## src/rtl/alu_share_arbiter.sv

```systemverilog
// Shares one external ALU between two requesters with round-robin/lock arbitration
// and per-requester response registers. Define ALU_ARB_STATS_EN to build the grant/conflict counters.
module alu_share_arbiter #(
    parameter int unsigned WIDTH    = 32,
    parameter int unsigned LOCK_MAX = 8
) (
    input  logic                 clk,
    input  logic                 rst_n,
    input  logic [1:0]           req_valid,
    output logic [1:0]           req_ready,
    input  logic [2*WIDTH-1:0]   req_a,
    input  logic [2*WIDTH-1:0]   req_b,
    input  logic [7:0]           req_func,
    input  logic [5:0]           req_aluop,
    input  logic [1:0]           req_lock,
    output logic [1:0]           rsp_valid,
    input  logic [1:0]           rsp_ready,
    output logic [2*WIDTH-1:0]   rsp_result,
    output logic [1:0]           rsp_branch,
    output logic [WIDTH-1:0]     alu_dataA,
    output logic [WIDTH-1:0]     alu_dataB,
    output logic [3:0]           alu_func,
    output logic [2:0]           alu_aluOp,
    input  logic [WIDTH-1:0]     alu_result,
    input  logic                 alu_branch,
    output logic [15:0]          stat_grant0,
    output logic [15:0]          stat_grant1,
    output logic [15:0]          stat_conflict
);

    localparam int unsigned CNT_W = (LOCK_MAX > 1) ? $clog2(LOCK_MAX) : 1;
    localparam logic [CNT_W-1:0] CNT_LAST = CNT_W'(LOCK_MAX - 1);

    localparam logic [1:0] ST_RR    = 2'd0;
    localparam logic [1:0] ST_LOCK0 = 2'd1;
    localparam logic [1:0] ST_LOCK1 = 2'd2;

    logic [1:0]         state_q, state_d;
    logic               rr_q, rr_d;
    logic [CNT_W-1:0]   lock_cnt_q, lock_cnt_d;
    logic [1:0]         rsp_valid_q, rsp_valid_d;
    logic [2*WIDTH-1:0] rsp_result_q, rsp_result_d;
    logic [1:0]         rsp_branch_q, rsp_branch_d;

    logic [1:0] eligible_c;
    logic [1:0] grant_c;
    logic       gidx_c;
    logic       conflict_c;

    // A full slot being drained this cycle counts as free; nothing is granted while in reset.
    always_comb begin
        eligible_c = req_valid & (~rsp_valid_q | rsp_ready);
        grant_c    = 2'b00;
        if (rst_n) begin
            case (state_q)
                ST_LOCK0: grant_c = {1'b0, eligible_c[0]};
                ST_LOCK1: grant_c = {eligible_c[1], 1'b0};
                default: begin
                    if (&eligible_c) begin
                        grant_c = rr_q ? 2'b10 : 2'b01;
                    end else begin
                        grant_c = eligible_c;
                    end
                end
            endcase
        end
    end

    assign gidx_c     = grant_c[1];
    assign conflict_c = (state_q == ST_RR) && (&eligible_c);
    assign req_ready  = grant_c;

    always_comb begin
        state_d    = state_q;
        rr_d       = rr_q;
        lock_cnt_d = lock_cnt_q;
        case (state_q)
            ST_LOCK0, ST_LOCK1: begin
                lock_cnt_d = lock_cnt_q + CNT_W'(1);
                if ((|grant_c) && !req_lock[gidx_c]) begin
                    state_d    = ST_RR;
                    lock_cnt_d = '0;
                end
                // Forced release overrides whatever was granted this cycle.
                if (lock_cnt_q == CNT_LAST) begin
                    state_d    = ST_RR;
                    rr_d       = (state_q == ST_LOCK0);
                    lock_cnt_d = '0;
                end
            end
            default: begin
                if (|grant_c) begin
                    rr_d = ~gidx_c;
                    if (req_lock[gidx_c]) begin
                        state_d    = gidx_c ? ST_LOCK1 : ST_LOCK0;
                        lock_cnt_d = '0;
                    end
                end
            end
        endcase
    end

    // ALU operand mux; idle ALU sees all-zero inputs.
    always_comb begin
        alu_dataA = '0;
        alu_dataB = '0;
        alu_func  = 4'h0;
        alu_aluOp = 3'h0;
        if (grant_c[0]) begin
            alu_dataA = req_a[0 +: WIDTH];
            alu_dataB = req_b[0 +: WIDTH];
            alu_func  = req_func[0 +: 4];
            alu_aluOp = req_aluop[0 +: 3];
        end else if (grant_c[1]) begin
            alu_dataA = req_a[WIDTH +: WIDTH];
            alu_dataB = req_b[WIDTH +: WIDTH];
            alu_func  = req_func[4 +: 4];
            alu_aluOp = req_aluop[3 +: 3];
        end
    end

    always_comb begin
        rsp_valid_d  = (rsp_valid_q & ~rsp_ready) | grant_c;
        rsp_result_d = rsp_result_q;
        rsp_branch_d = rsp_branch_q;
        if (grant_c[0]) begin
            rsp_result_d[0 +: WIDTH] = alu_result;
            rsp_branch_d[0]          = alu_branch;
        end
        if (grant_c[1]) begin
            rsp_result_d[WIDTH +: WIDTH] = alu_result;
            rsp_branch_d[1]              = alu_branch;
        end
    end

    always_ff @(posedge clk or negedge rst_n) begin
        if (!rst_n) begin
            state_q      <= ST_RR;
            rr_q         <= 1'b0;
            lock_cnt_q   <= '0;
            rsp_valid_q  <= 2'b00;
            rsp_result_q <= '0;
            rsp_branch_q <= 2'b00;
        end else begin
            state_q      <= state_d;
            rr_q         <= rr_d;
            lock_cnt_q   <= lock_cnt_d;
            rsp_valid_q  <= rsp_valid_d;
            rsp_result_q <= rsp_result_d;
            rsp_branch_q <= rsp_branch_d;
        end
    end

    assign rsp_valid  = rsp_valid_q;
    assign rsp_result = rsp_result_q;
    assign rsp_branch = rsp_branch_q;

`ifdef ALU_ARB_STATS_EN
    logic [15:0] stat_grant0_q, stat_grant0_d;
    logic [15:0] stat_grant1_q, stat_grant1_d;
    logic [15:0] stat_conflict_q, stat_conflict_d;

    // Saturating event counters.
    always_comb begin
        stat_grant0_d   = stat_grant0_q;
        stat_grant1_d   = stat_grant1_q;
        stat_conflict_d = stat_conflict_q;
        if (grant_c[0] && (stat_grant0_q != 16'hFFFF)) begin
            stat_grant0_d = stat_grant0_q + 16'd1;
        end
        if (grant_c[1] && (stat_grant1_q != 16'hFFFF)) begin
            stat_grant1_d = stat_grant1_q + 16'd1;
        end
        if (conflict_c && (stat_conflict_q != 16'hFFFF)) begin
            stat_conflict_d = stat_conflict_q + 16'd1;
        end
    end

    always_ff @(posedge clk or negedge rst_n) begin
        if (!rst_n) begin
            stat_grant0_q   <= 16'h0;
            stat_grant1_q   <= 16'h0;
            stat_conflict_q <= 16'h0;
        end else begin
            stat_grant0_q   <= stat_grant0_d;
            stat_grant1_q   <= stat_grant1_d;
            stat_conflict_q <= stat_conflict_d;
        end
    end

    assign stat_grant0   = stat_grant0_q;
    assign stat_grant1   = stat_grant1_q;
    assign stat_conflict = stat_conflict_q;
`else
    logic unused_conflict;
    assign unused_conflict = conflict_c;
    assign stat_grant0     = 16'h0;
    assign stat_grant1     = 16'h0;
    assign stat_conflict   = 16'h0;
`endif

endmodule
```

## config.mk

```make
export PLATFORM = sky130hd
export DESIGN_NAME = alu_share_arbiter
export DESIGN_NICKNAME = d
export VERILOG_FILES = /design/src/rtl/alu_share_arbiter.sv
export SDC_FILE = /design/constraint.sdc
export NUM_CORES = 1
export LEC_CHECK = 0
export ABC_AREA = 0
export CAP_MARGIN = 10
export CORE_AREA = 2 2 143 145
export CTS_CLUSTER_DIAMETER = 80
export CTS_CLUSTER_SIZE = 40
export DETAILED_ROUTE_END_ITERATION = 16
export DIE_AREA = 0 0 145 147
export RECOVER_POWER = 100
export SLEW_MARGIN = 20
export SYNTH_ARGS = -nofsm -noshare
export SYNTH_HDL_FRONTEND = slang
export SYNTH_SLANG_ARGS = --single-unit
```

## constraint.sdc

```tcl
create_clock -name clk -period 3.95 [get_ports clk]
set_clock_uncertainty 0.15 [all_clocks]
set_input_delay 0.5925 -clock clk [delete_from_list [all_inputs] [get_ports clk]]
set_output_delay 0.5925 -clock clk [all_outputs]
set_load 0.01 [all_outputs]
```

==> results of run 1 <==
-- logic make-up after synthesis --
kind of cell / after synthesis / share of synthesized area, %
and+or+nand+nor: 220 / 21.1
AOI/OAI and AO/OA: 87 / 18.9
buffers and inverters: 87 / 13.7
DFF: 74 / 44.8
adders and majority gates: 4 / 1.21
muxes: 1 / 0.242
other: 1 / 0.0907
-- power groups by stage --
stage | clock, W | combinational [W] | sequential [W]
2_1_floorplan | 0 | 0.00117 | 0.00146
3_3_place_gp | 0 | 0.00287 | 0.00131
3_5_place_dp | 0 | 0.00288 | 0.00132
4_1_cts | 0.000920 | 0.00290 | 0.00131
5_1_grt | 0.000957 | 0.00293 | 0.00134
6_report | 0.000895 | 0.00267 | 0.00129
-- state kept, by name (all words and copies together) (netlist names) --
name        count
rsp_branch      2
lock_cnt_q      3
state_q         2
rsp_result     64
rsp_valid       2
rr_q            1
-- cell usage in the layout (no fill, tap or decap), types with 2 or more instances in the layout --
| cell type | Yosys | final |
|---|---|---|
| clkbuf_2 | 0 | 2 |
| clkbuf_16 | 0 | 9 |
| o211ai_4 | 1 | 2 |
| clkdlybuf4s50_1 | 0 | 212 |
| dfrtp_1 | 74 | 74 |
| and3_1 | 2 | 2 |
| nand3_1 | 2 | 2 |
| ha_1 | 4 | 3 |
| a22o_1 | 71 | 71 |
| a2111oi_0 | 2 | 2 |
| bufinv_16 | 0 | 2 |
| inv_1 | 6 | 6 |
| conb_1 | 1 | 48 |
| buf_12 | 0 | 2 |
| inv_6 | 0 | 2 |
| dlygate4sd3_1 | 0 | 111 |
| o22ai_1 | 2 | 2 |
| buf_4 | 54 | 4 |
| nand4_1 | 3 | 3 |
| o311ai_0 | 0 | 2 |
| nand2_1 | 206 | 206 |
| clkinv_4 | 0 | 2 |
-- what timing repair did --
| action | CTS | global route |
|---|---|---|
| setup endpoints to repair | 0 | 1 |
| buffers inserted | 0 | 0 |
| endpoints found under the hold margin | 11 | 0 |
| hold buffers | 1 | 0 |
| resized for setup | 0 | 1 |
-- per-layer routing --
layer,share of wire [%],vias to the layer above,wire length (um)
met5,0.071,-,13
met4,0.99,2,181
met3,8.9,12,1620
met2,52,198,9380
met1,39,2074,7020
li1,-,2135,-
-- per-stage QoR --
stage / util (%) / worst slack, ns / cell area, um2 / instances
2_1_floorplan: - / 1.50 / 4310 / 521
3_3_place_gp: 37.5 / 0.314 / 7440 / 1043
3_5_place_dp: 37.5 / 0.312 / 7440 / 1043
4_1_cts: 39.2 / 0.0810 / 7780 / 1060
5_1_grt: 39.2 / 0.0155 / 7770 / 1060
6_report: 39.2 / 0.140 / 7770 / 1060
-- how the worst max path moves through the flow --
| stage | startpoint | endpoint | cells past startpoint |
|---|---|---|---|
| after floorplan | rsp_ready[0] | alu_dataB[11] | 7 |
| after global placement | rsp_ready[0] | alu_aluOp[2] | 9 |
| after detailed placement | rsp_ready[0] | alu_aluOp[2] | 9 |
| after CTS | rst_n | alu_aluOp[2] | 8 |
| after global routing | rst_n | alu_aluOp[2] | 8 |
| final | rst_n | alu_dataA[20] | 8 |
-- critical path, stage by stage --
cell	delay [ns]
dlygate4sd3_1	0.55
buf_4	0.24
and3_1	0.27
o211ai_4	0.11
inv_4	0.09
buf_12	0.29
a22o_1	0.20
dlygate4sd3_1	0.62
-- final cells by class --
class / count / area share, %
Clock inverter: 7 / 1.29
Inverter: 8 / 0.435
Multi-Input combinational cell: 360 / 24.5
Sequential cell: 74 / 23.8
Timing Repair Buffer: 332 / 42.7
Clock buffer: 9 / 2.90
Tap cell: 270 / 4.35
==> run_results.csv, run 1 <==
group,metric,value,unit
outcome,outcome,"complete, but fails checks",
outcome,violations,"max-capacitance violations, max-slew violations",
grt,global_route.usage.total,16.6,%
pwr,ir_drop,0.225,mV
yosys,synth_top_area_share,44.8,%
grt,globalRoute.busiestLayer,"met2",
setup_path,critical_path_peak_fanout,85,
floorplanning,floorplan.die_area,21300,um2
yosys,count_of_flip_flops_with_a_built_in_enable_after_synthesis,0,
detailed_routing,route.detailed.drc,0,
sta,slew_headroom,-35.4,%
grt,grtUsageMet1,18.8,%
clock_network,htreeDepth,3,
grt,antenna_found_initial,1,
setup_path,r2r_start,"state_q[0]",
detailed_routing,vias_per_cell,4.17,
pwr,power_frac_seq,26.5,%
layout,ff_latch_area,1850,um2
placement,dp_hpwl,14000,um
sta,final_hold_vio_count,0,
sta,final.period_utilization,96.5,%
layout,final_net_count,972,
setup_path,timing.critical_path.from_type,"input port",
yosys,post_synth_instance_area,4140,um2
detailed_routing,drt_first_iter_violations,145,
placement,place_congestion,0.777,
grt,grt_pass1_wl,27400,um
setup_path,worstSetupPathType,"in -> out",
placement,buffer_ports.inserted,323,
yosys,synth_seq_cells,74,
detailed_routing,postRouteWirelength,18200,um
clock_network,clk_latency,0.33,ns
sta,tns,0,ns
layout,antenna_cells_inserted,0,
yosys,yosys.cell_count.top_type,"nand2_1",
setup_path,worst_ep_required_time,3.21,ns
sta,tightest_slew,2.03,ns
floorplanning,die_width,145,um
floorplanning,start_util,20.8,%
sta,fmax,0.262,GHz
setup_path,critPathCaptureType,"primary output",
sta,finalSetupViolations,0,
pwr,power_frac_clock,18.4,%
yosys,ys_async_sr_fraction,100,%
pwr,p_sw_share,38.0,%
floorplanning,row_count,52,
worst_hold_path,hold_path_depth,2,
detailed_routing,firstDrtPassIters,5,
yosys,synthCells,474,
run,timing.max_cap.violations,2,
clock_network,tritoncts,"built",
setup_path,worstReg2RegEnd,"state_q[1]",
worst_hold_path,hold_start,"rsp_result[17]",
setup_path,worst_ep_arrival_time,3.07,ns
clock_network,cts.reportedPaths.clkPinSlew,0.06,ns
yosys,synthesis.area_per_instance,8.72,um2
grt,grt_use_met3,5.96,%
pwr,power.total,0.00486,W
setup_path,reg2reg_slack,0.41,ns
sta,holdWs,0.316,ns
worst_hold_path,hold_path.class,"reg -> reg",
floorplanning,die-height,147,um
detailed_routing,post_drt_wl_per_cell,17.2,um
grt,first_global_vias,4514,
pwr,power.net_switching,0.00185,W
sta,period_minus_slack,3.81,ns
yosys,synth.top_cells.by_area,"dfrtp_1, nand2_1, a22o_1",
yosys,yosysSeqAreaShare,44.8,%
floorplanning,core_region_area,19800,um2
pwr,power.density_cell_area,625,nW/um2
grt,maximum_number_of_pins_on_one_net_before_global_route_repair,86,
yosys,yosysUniqueCellTypes,34,
grt,gr-total-overflow,0,
clock_network,root_buffer,"clkbuf_16",
worst_hold_path,hold_end,"rsp_result[17]",
pwr,design_internal_power,0.00301,W
layout,multi_input_comb_area,1910,um2
yosys,ys_warn_count,0,
yosys,ranking_of_synthesized_cells_by_instance_count,"nand2_1, dfrtp_1, a22o_1",
layout,drive_gt1_share,4.43,%
grt,gr-usage-met2,29.9,%
floorplanning,io-pin-count,372,
pwr,power.leakage,3.69,nW
detailed_routing,remaining_antenna_violation_count_after_routing,0,
detailed_routing,route.vias.total,4421,
yosys,ys_dominant_reg_cell,"dfrtp_1",
yosys,netlist.top_cell.by_area,"dfrtp_1",
sta,timing_max_transition_violations_final,104,
layout,n_fill_cell,2032,
clock_network,numCtsBuffers,9,
sta,grt_setup_unrepaired,"no",
layout,syn_to_final_growth,87.9,%
clock_network,numClockSinks,74,
clock_network,max-clock-path-buffers,2,
pwr,power.share.combinational,55.1,%
setup_path,r2r.worst_path.cells,9,
Note: power is estimated with default switching activity, not from simulation.
==> run 2: changes to the inputs <==
--- a/config.mk
+++ b/config.mk
@@ -13,6 +13,7 @@
 export DETAILED_ROUTE_END_ITERATION = 16
 export DIE_AREA = 0 0 145 147
 export RECOVER_POWER = 100
+export SETUP_SLACK_MARGIN = 0.02
 export SLEW_MARGIN = 20
 export SYNTH_ARGS = -nofsm -noshare
 export SYNTH_HDL_FRONTEND = slang
==> constraint.sdc (replaced) <==
create_clock -name clk -period 4.55 [get_ports clk]
set_clock_uncertainty 0.15 [all_clocks]
set_input_delay 0.6825 -clock clk [delete_from_list [all_inputs] [get_ports clk]]
set_output_delay 0.6825 -clock clk [all_outputs]
set_load 0.01 [all_outputs]
==> run_results.csv, run 2 (same netlist as run 1, synthesis figures left out) <==
group,metric,value,unit
outcome,outcome,"complete, but fails checks",
outcome,violations,"max-capacitance violations, max-slew violations",
layout,mostFrequentLayoutCells,"nand2_1, clkdlybuf4s50_1, dlygate4sd3_1",
sta,timing_max_transition_violations_final,152,
grt,first_global_vias,4461,
layout,most_common_cell_after_layout_fill_and_taps_aside,"nand2_1",
floorplanning,core_region_area,19800,um2
grt,antenna_found_initial,0,
layout,syn_to_final_growth,87.6,%
placement,buffer_ports.inserted,323,
layout,layout.cells.non_filler,1060,
grt,grt_use_met3,6.77,%
detailed_routing,route.vias.total,4391,
detailed_routing,remaining_antenna_violation_count_after_routing,0,
grt,grt_pass1_wl,27500,um
setup_path,critPathCaptureType,"primary output",
setup_path,timing.critical_path.from_type,"input port",
detailed_routing,vias_per_cell,4.14,
floorplanning,io-pin-count,372,
layout,multi_input_comb_area,1880,um2
grt,grtUsageMet1,19.0,%
detailed_routing,firstDrtPassIters,4,
grt,maximum_number_of_pins_on_one_net_before_global_route_repair,72,
layout,drive_gt1_share,3.80,%
placement,placedCellCount,1043,
setup_path,worst_ep_required_time,3.72,ns
grt,gr-total-overflow,0,
sta,finalSetupViolations,0,
run,timing.max_cap.violations,3,
layout,n_fill_cell,2026,
detailed_routing,post_drt_wl_per_cell,17.0,um
sta,fmax,0.235,GHz
clock_network,root_buffer,"clkbuf_16",
pwr,power.leakage,3.72,nW
sta,fin_ws,0.298,ns
grt,gr-usage-met2,29.3,%
detailed_routing,route.detailed.drc,0,
setup_path,critPathMostFrequentCell,"dlygate4sd3_1",
worst_hold_path,hold_path.class,"reg -> reg",
sta,tightest_slew,2.01,ns
grt,global_route.usage.total,16.8,%
setup_path,critical_path_peak_fanout,52,
clock_network,clk_latency,0.33,ns
floorplanning,start_util,20.8,%
setup_path,worstSetupPathType,"in -> out",
clock_network,max-clock-path-buffers,2,
floorplanning,die-height,147,um
placement,place_congestion,0.831,
sta,period_minus_slack,4.25,ns
sta,slew_headroom,-33.7,%
layout,ff_latch_area,1850,um2
floorplanning,floorplan.die_area,21300,um2
placement,placed_area,7430,um2
clock_network,post_cts_resize_count,0,
sta,final_hold_vio_count,0,
floorplanning,row_count,52,
sta,final.period_utilization,93.5,%
grt,globalRoute.busiestLayer,"met2",
sta,grt_setup_unrepaired,"no",
layout,antenna_cells_inserted,0,
placement,placement.setup.worst_slack,0.491,ns
layout,final_net_count,972,
clock_network,cts.reportedPaths.clkPinSlew,0.06,ns
clock_network,numCtsBuffers,9,
placement,dp_hpwl,13700,um
sta,tns,0,ns
setup_path,timing.critical_path.slowest_cell_delay,0.62,ns
layout,largest_register_ffs,64,
setup_path,critical_path.n_buffers_inverters,5,
clock_network,postCtsHoldBufs,1,
layout,finish.instance_area,7760,um2
setup_path,crit_chain,"dlygate4sd3_1 -> buf_4 -> and3_1 -> o211ai_1 -> inv_4 -> clkbuf_4 -> a22o_1 -> dlygate4sd3_1",
setup_path,worst_ep_arrival_time,3.42,ns
clock_network,htreeDepth,3,
clock_network,numClockSinks,74,
detailed_routing,drt_first_iter_violations,180,
detailed_routing,postRouteWirelength,18000,um
floorplanning,die_width,145,um
pwr,ir_drop,0.197,mV
setup_path,cpMaxStageDelayCell,"dlygate4sd3_1",
setup_path,path_delay_family,"buffers and inverters",
pwr,power.density_cell_area,547,nW/um2
clock_network,postCtsSetupBuffers,0,
clock_network,tritoncts,"built",
==> run 2: power by group <==
part	total (W)	internal, W	leakage [nW]	switching (W)
Clock	0.000840	0.000566	0.169	0.000274
Combinational	0.00229	0.00113	2.63	0.00116
Sequential	0.00112	0.000967	0.926	0.000151
Total	0.00424	0.00266	3.72	0.00158
==> run 2: routing by layer <==
layer	vias to the layer above	part of all wire [%]	routed length, um
met3	17	9.9	1780
met1	2036	39	6950
met5	-	0	0
met2	204	50	8970
li1	2134	-	-
met4	0	1.7	301
==> run 2: layout make-up <==
cell class	instances	area share, %
Clock inverter	4	1.26
Clock buffer	12	3.31
Multi-Input combinational cell	360	24.2
Timing Repair Buffer	332	42.6
Tap cell	270	4.35
Sequential cell	74	23.9
Inverter	8	0.452
==> run 2: worst min-delay path, delay by kind of cell (launching register included) <==
family	cells	cell delay, ns
flip-flops	1	0.33
AND/OR/NAND/NOR	2	0.10
==> run 2: per-stage QoR <==
stage               power, W  utilization, %  hold WS [ns]
floorplan            0.00228               -         0.237
global placement     0.00362            37.4         0.306
detailed placement   0.00364            37.4         0.311
CTS                  0.00452            39.3         0.325
global route         0.00456            39.1         0.338
finish               0.00424            39.1         0.314
==> run 2: worst paths after layout <==
path / start / to / slack, ns / depth (start not counted)
min in group asynchronous: rst_n / lock_cnt_q[2] / 0.58 / 2
max reg2reg: state_q[0] / state_q[1] / 0.64 / 9
min reg2reg: rsp_result[19] / rsp_result[19] / 0.31 / 2
max in group asynchronous: rst_n / rsp_result[0] / 1.71 / 3
min: rsp_result[19] / rsp_result[19] / 0.31 / 2
max: rst_n / alu_dataB[16] / 0.30 / 8
==> run 3: changes to the inputs <==
==> constraint.sdc (replaced) <==
create_clock -name clk -period 4.5 [get_ports clk]
set_clock_uncertainty 0.15 [all_clocks]
set_input_delay 0.675 -clock clk [delete_from_list [all_inputs] [get_ports clk]]
set_output_delay 0.675 -clock clk [all_outputs]
set_load 0.01 [all_outputs]
==> run_results.csv, run 3 (same netlist as run 1, synthesis figures left out) <==
group,metric,value,unit
grt,first_global_vias,4380,
sta,tightest_slew,3.04,ns
layout,layout.cells.non_filler,1058,
sta,timing_max_transition_violations_final,96,
layout,antenna_cells_inserted,0,
setup_path,timing.critical_path.from_type,"flop",
sta,finalSetupViolations,0,
setup_path,reg2reg_slack,0.75,ns
setup_path,worst_ep_required_time,3.67,ns
clock_network,numClockSinks,74,
clock_network,postCtsHoldBufs,0,
run,timing.max_cap.violations,2,
clock_network,numCtsBuffers,9,
clock_network,htreeDepth,3,
grt,antenna_found_initial,0,
sta,slew_headroom,-103,%
sta,final.period_utilization,89.1,%
layout,syn_to_final_growth,86.1,%
grt,grt_pass1_wl,27400,um
layout,multi_input_comb_area,1880,um2
clock_network,max-clock-path-buffers,2,
detailed_routing,route.detailed.drc,0,
pwr,ir_drop,0.212,mV
layout,most_common_cell_after_layout_fill_and_taps_aside,"nand2_1",
floorplanning,io-pin-count,372,
setup_path,worst_ep_arrival_time,3.18,ns
detailed_routing,drt_first_iter_violations,185,
grt,maximum_number_of_pins_on_one_net_before_global_route_repair,85,
sta,grt_setup_unrepaired,"no",
outcome,outcome,"complete, but fails checks",
setup_path,critical_path_peak_fanout,36,
pwr,power.leakage,3.74,nW
pwr,power.density_cell_area,538,nW/um2
floorplanning,row_count,52,
layout,final_net_count,970,
floorplanning,die-height,147,um
layout,drive_gt1_share,3.55,%
detailed_routing,post_drt_wl_per_cell,17.3,um
layout,finish.instance_area,7690,um2
sta,fmax,0.249,GHz
clock_network,post_cts_resize_count,0,
detailed_routing,vias_per_cell,4.18,
worst_hold_path,hold_path.class,"in -> async",
setup_path,critical_path.startpoint,"state_q[0]",
grt,gr-total-overflow,0,
pwr,power.total,0.00414,W
detailed_routing,route.vias.total,4426,
sta,tns,0,ns
layout,ff_latch_area,1850,um2
layout,n_fill_cell,2018,
detailed_routing,wl_met3,1680,um
detailed_routing,postRouteWirelength,18300,um
clock_network,tritoncts,"built",
layout,mostFrequentLayoutCells,"nand2_1, clkdlybuf4s50_1, dlygate4sd3_1",
setup_path,r2r_start,"state_q[0]",
floorplanning,start_util,20.8,%
placement,buffer_ports.inserted,323,
floorplanning,floorplan.die_area,21300,um2
detailed_routing,dr.max_layer_used,"met4",
sta,final_hold_vio_count,0,
clock_network,cts.reportedPaths.clkPinSlew,0.06,ns
placement,placed_area,7440,um2
detailed_routing,remaining_antenna_violation_count_after_routing,0,
setup_path,critPathCaptureType,"primary output",
setup_path,r2r.worst_path.cells,9,
grt,global_route.usage.total,16.6,%
clock_network,root_buffer,"clkbuf_16",
detailed_routing,routedLengthMet1,7250,um
outcome,violations,"max-capacitance violations, max-slew violations",
floorplanning,core_region_area,19800,um2
setup_path,worstSetupPathType,"reg -> out",
placement,placedCellCount,1042,
setup_path,critPathCapture,"req_ready[1]",
clock_network,clk_latency,0.33,ns
detailed_routing,wl_met2,9110,um
floorplanning,die_width,145,um
layout,largest_register_ffs,64,
clock_network,postCtsSetupBuffers,0,
detailed_routing,firstDrtPassIters,4,
setup_path,worstReg2RegEnd,"state_q[1]",
placement,dp_hpwl,13900,um
placement,place_congestion,0.791,
sta,period_minus_slack,4.01,ns
==> run 3: cell types whose count changed in the layout (fill, tap and decap cells not counted) <==
cell,before,now
clkinv_4,0,1
buf_4,4,3
buf_12,1,2
clkdlybuf4s50_1,203,183
clkinvlp_2,0,1
clkbuf_1,3,4
clkinv_2,0,1
bufinv_16,3,1
clkbuf_4,1,0
dlygate4sd3_1,120,139
clkbuf_8,2,1
inv_4,2,1
==> run 3: worst max-delay path, stage by stage, from the launching register on <==
cell and delay (ns):
dfrtp_1 0.37, inv_1 0.06, ha_1 0.53, nand4_1 0.29, o211ai_1 0.26, buf_4 0.47, clkinvlp_2 0.21, dlygate4sd3_1 0.64
==> run 3: layout make-up <==
type / count / area share (%)
clock buffers: 12 / 3.20
clock inverters: 4 / 0.667
inverters: 8 / 0.439
multi-input cells: 360 / 24.4
flip-flops and latches: 74 / 24.1
well taps: 270 / 4.39
repair buffers: 330 / 42.9
==> run 3: per-stage QoR <==
| stage | worst slack [ns] | utilization (%) | hold slack [ns] |
|---|---|---|---|
| after floorplan | 1.88 | - | 0.229 |
| after global placement | 0.727 | 37.5 | 0.308 |
| after detailed placement | 0.738 | 37.5 | 0.311 |
| after CTS | 0.582 | 39.0 | 0.0759 |
| after global routing | 0.210 | 38.8 | 0.0869 |
| final | 0.490 | 38.8 | 0.0777 |
==> run 3: worst min path at each step <==
| stage | endpoint | slack (ns) | cells after the start |
|---|---|---|---|
| 5_1_grt | rsp_result[61] | 0.09 | 1 |
| 3_5_place_dp | rsp_result[55] | 0.31 | 2 |
| 3_3_place_gp | rsp_result[16] | 0.31 | 2 |
| 6_report | rsp_result[27] | 0.08 | 1 |
| 2_1_floorplan | lock_cnt_q[0] | 0.23 | 0 |
| 4_1_cts | rsp_result[27] | 0.08 | 1 |
==> run 3: metal layers <==
metal / vias up / GRT usage (%)
li1: 2127 / -
met1: 2074 / 20.0
met2: 207 / 28.6
met3: 18 / 5.75
met4: 0 / 3.96
met5: - / 0
==> run 3: report_power, final <==
| group | switching (W) | internal, W |
|---|---|---|
| clock network | 0.000282 | 0.000445 |
| logic | 0.00115 | 0.00113 |
| registers | 0.000154 | 0.000978 |
==> edit (settings of run 3) <==
`WIDTH`: 32 -> 36.
--- a/src/rtl/alu_share_arbiter.sv
+++ b/src/rtl/alu_share_arbiter.sv
@@ -1,7 +1,7 @@
 // Shares one external ALU between two requesters with round-robin/lock arbitration
 // and per-requester response registers. Define ALU_ARB_STATS_EN to build the grant/conflict counters.
 module alu_share_arbiter #(
-    parameter int unsigned WIDTH    = 32,
+    parameter int unsigned WIDTH    = 36,
     parameter int unsigned LOCK_MAX = 8
 ) (
     input  logic                 clk,
Interface: changed (6 resized); port bits go from 372 to 408. The function was not compared with the original's and may differ.
==> edit against run 3 <==
  * The run still ends with max-capacitance violations, max-slew violations left
  * Power is 8.9% higher
  * Final cell count is 7.8% higher
  * Sequential cell count is 8 higher
  * Die area stayed put
  * Cell area is 9.3% higher
  * Worst setup slack worse by 140 ps
  * Global-route usage is 2.9 points higher
  * Area after synthesis is 9.3% higher
  * Routed wire length is 18% higher
  * Combinational power is 10% higher
  * Critical path depth is 2 higher
  * Critical path type unchanged
  * Largest power group unchanged
  * Highest routed layer is now met5
==> edit: results (changes against run 3) <==
stage;metric;value;unit;change
grt;first-pass GRT wire length;31400;µm;+15%
route;Pre-antenna DRT Iters;4;;unchanged
placement;GPL Wtd Cong;0.800;;+1.1%
final_layout;final layout net count;1067;;+10%
route;Vias;4920;;+11%
synth;ys flop type;dfrtp_1;;
synth;Yosys warning count;0;;unchanged
route;Iter 0 DRT Violations;214;;+16%
final_layout;Largest register FFs;72;;+13%
synth;register area share after synthesis;45.4;%;+0.60 points
synth;Netlist cell types;34;;unchanged
synth;largest cells by area after synthesis;dfrtp_1 (45%), nand2_1 (19%), a22o_1 (15%);;
power_and_ir_drop;leak pwr;4.07;nW;+8.9%
run_status;status;complete, but fails checks;;
critical_path;CP startpoint;state_q[0];;
timing;Fin Hold WS;76.9;ps;-0.750 ps
final_layout;share of layout cells above drive strength 1;3.12;%;-0.43 points
min_path;HP Class;primary input to async pin;;
critical_path;worst path arrival time;3320;ps;+140 ps
critical_path;slowest cell on the critical path;clkbuf_2;;
grt;largest net degree at the start of global routing;121;;+42%
grt;vias in the first global route;4707;;+7.5%
run;MaxCap Viol Count;1;;-1
power_and_ir_drop;switching share of power;38.4;%;about the same
critical_path;RR Endpoint;state_q[1];;
power_and_ir_drop;Peak VDD IR;0.242;mV;+14%
grt;initial antenna violation count;12;;+12
placement;DP HPWL;16700;µm;+20%
grt;GRT Overall Usage;19.5;%;+2.9 points
synth;ys async rst share;100;%;unchanged
placement;I/O Buffers;359;;+11%
clock_network;post-CTS resize count;0;;unchanged
clock_network;number of CTS-inserted buffers;9;;unchanged
clock_network;CTS root buffer;clkbuf_16;;
run_status;failing checks;max-capacitance violations, max-slew violations;;
route;drt wl/cell;19.0;µm;+9.6%
timing;Final Slew Violations;44;;-54%
critical_path;slowest stage delay, CP;600;ps;-40 ps
synth;synth cell count leaders;nand2_1 (230), dfrtp_1 (82), a22o_1 (79), buf_4 (51), buf_2 (23);;
critical_path;crit path to;alu_dataA[10];;
timing;actual slew at the worst max-slew pin;2160;ps;-889 ps
critical_path;worst-path fanout max;35;;-2.8%
critical_path;cells on worst reg2reg path;9;;unchanged
critical_path;crit-path leading delay family;buffers and inverters;;
[edit: cells by family (layout without fill, tap and decap cells)]
family                   Yosys count  in the layout  synth area share, %
multiplexers                       1              1                0.221
flip-flops                        82             82                 45.4
buffers and inverters             91            391                 13.1
adder cells (fa/ha/maj)            4              4                 1.11
other                              1             53               0.0829
AO/OA/AOI/OAI                     95             95                 18.8
AND/OR/NAND/NOR                  244            244                 21.3
[edit: area by class of cell]
type                       count  area [µm²]
fill                        1981       11400
timing repair buffer         367        3650
sequential                    82        2050
multi-input combinational    392        2030
tap                          270         338
clock buffer                  12         246
clock inverter                 4        51.3
inverter                       8        32.5
antenna                        5        12.5
[edit: worst reg2reg max path: cells and delay by family (launching register included)]
family                   cells  cell delay, ps
adder cells (fa/ha/maj)      1             530
flip-flops                   1             390
AO/OA/AOI/OAI                3             980
buffers and inverters        4            1300
AND/OR/NAND/NOR              1             250
[edit: per-stage QoR]
stage / util [%] / total power, mW / instance area, µm² / worst slack, ps / instances
2_1_floorplan: - / 2.54 / 4700 / 1870 / 565
3_3_place_gp: 41.1 / 4.03 / 8160 / 641 / 1119
3_5_place_dp: 41.1 / 4.05 / 8160 / 602 / 1119
4_1_cts: 42.6 / 4.82 / 8460 / 422 / 1135
5_1_grt: 42.4 / 4.84 / 8410 / 139 / 1138
6_report: 42.4 / 4.51 / 8410 / 350 / 1140
[edit: layer usage]
metal	track usage, %	wire [µm]	vias up
met2	32.4	10600	245
li1	-	-	2344
met5	0	92	-
met3	9.07	2110	20
met4	3.07	206	12
met1	23.8	8640	2299
[edit: power by group through the flow]
stage                     Clock (mW)  Combinational [mW]  Sequential [mW]
after global routing           0.796                2.74             1.31
after global placement             0                2.76             1.27
after CTS                      0.768                2.78             1.27
after detailed placement           0                2.77             1.27
after floorplan                    0                1.12             1.42
final                          0.739                2.51             1.26
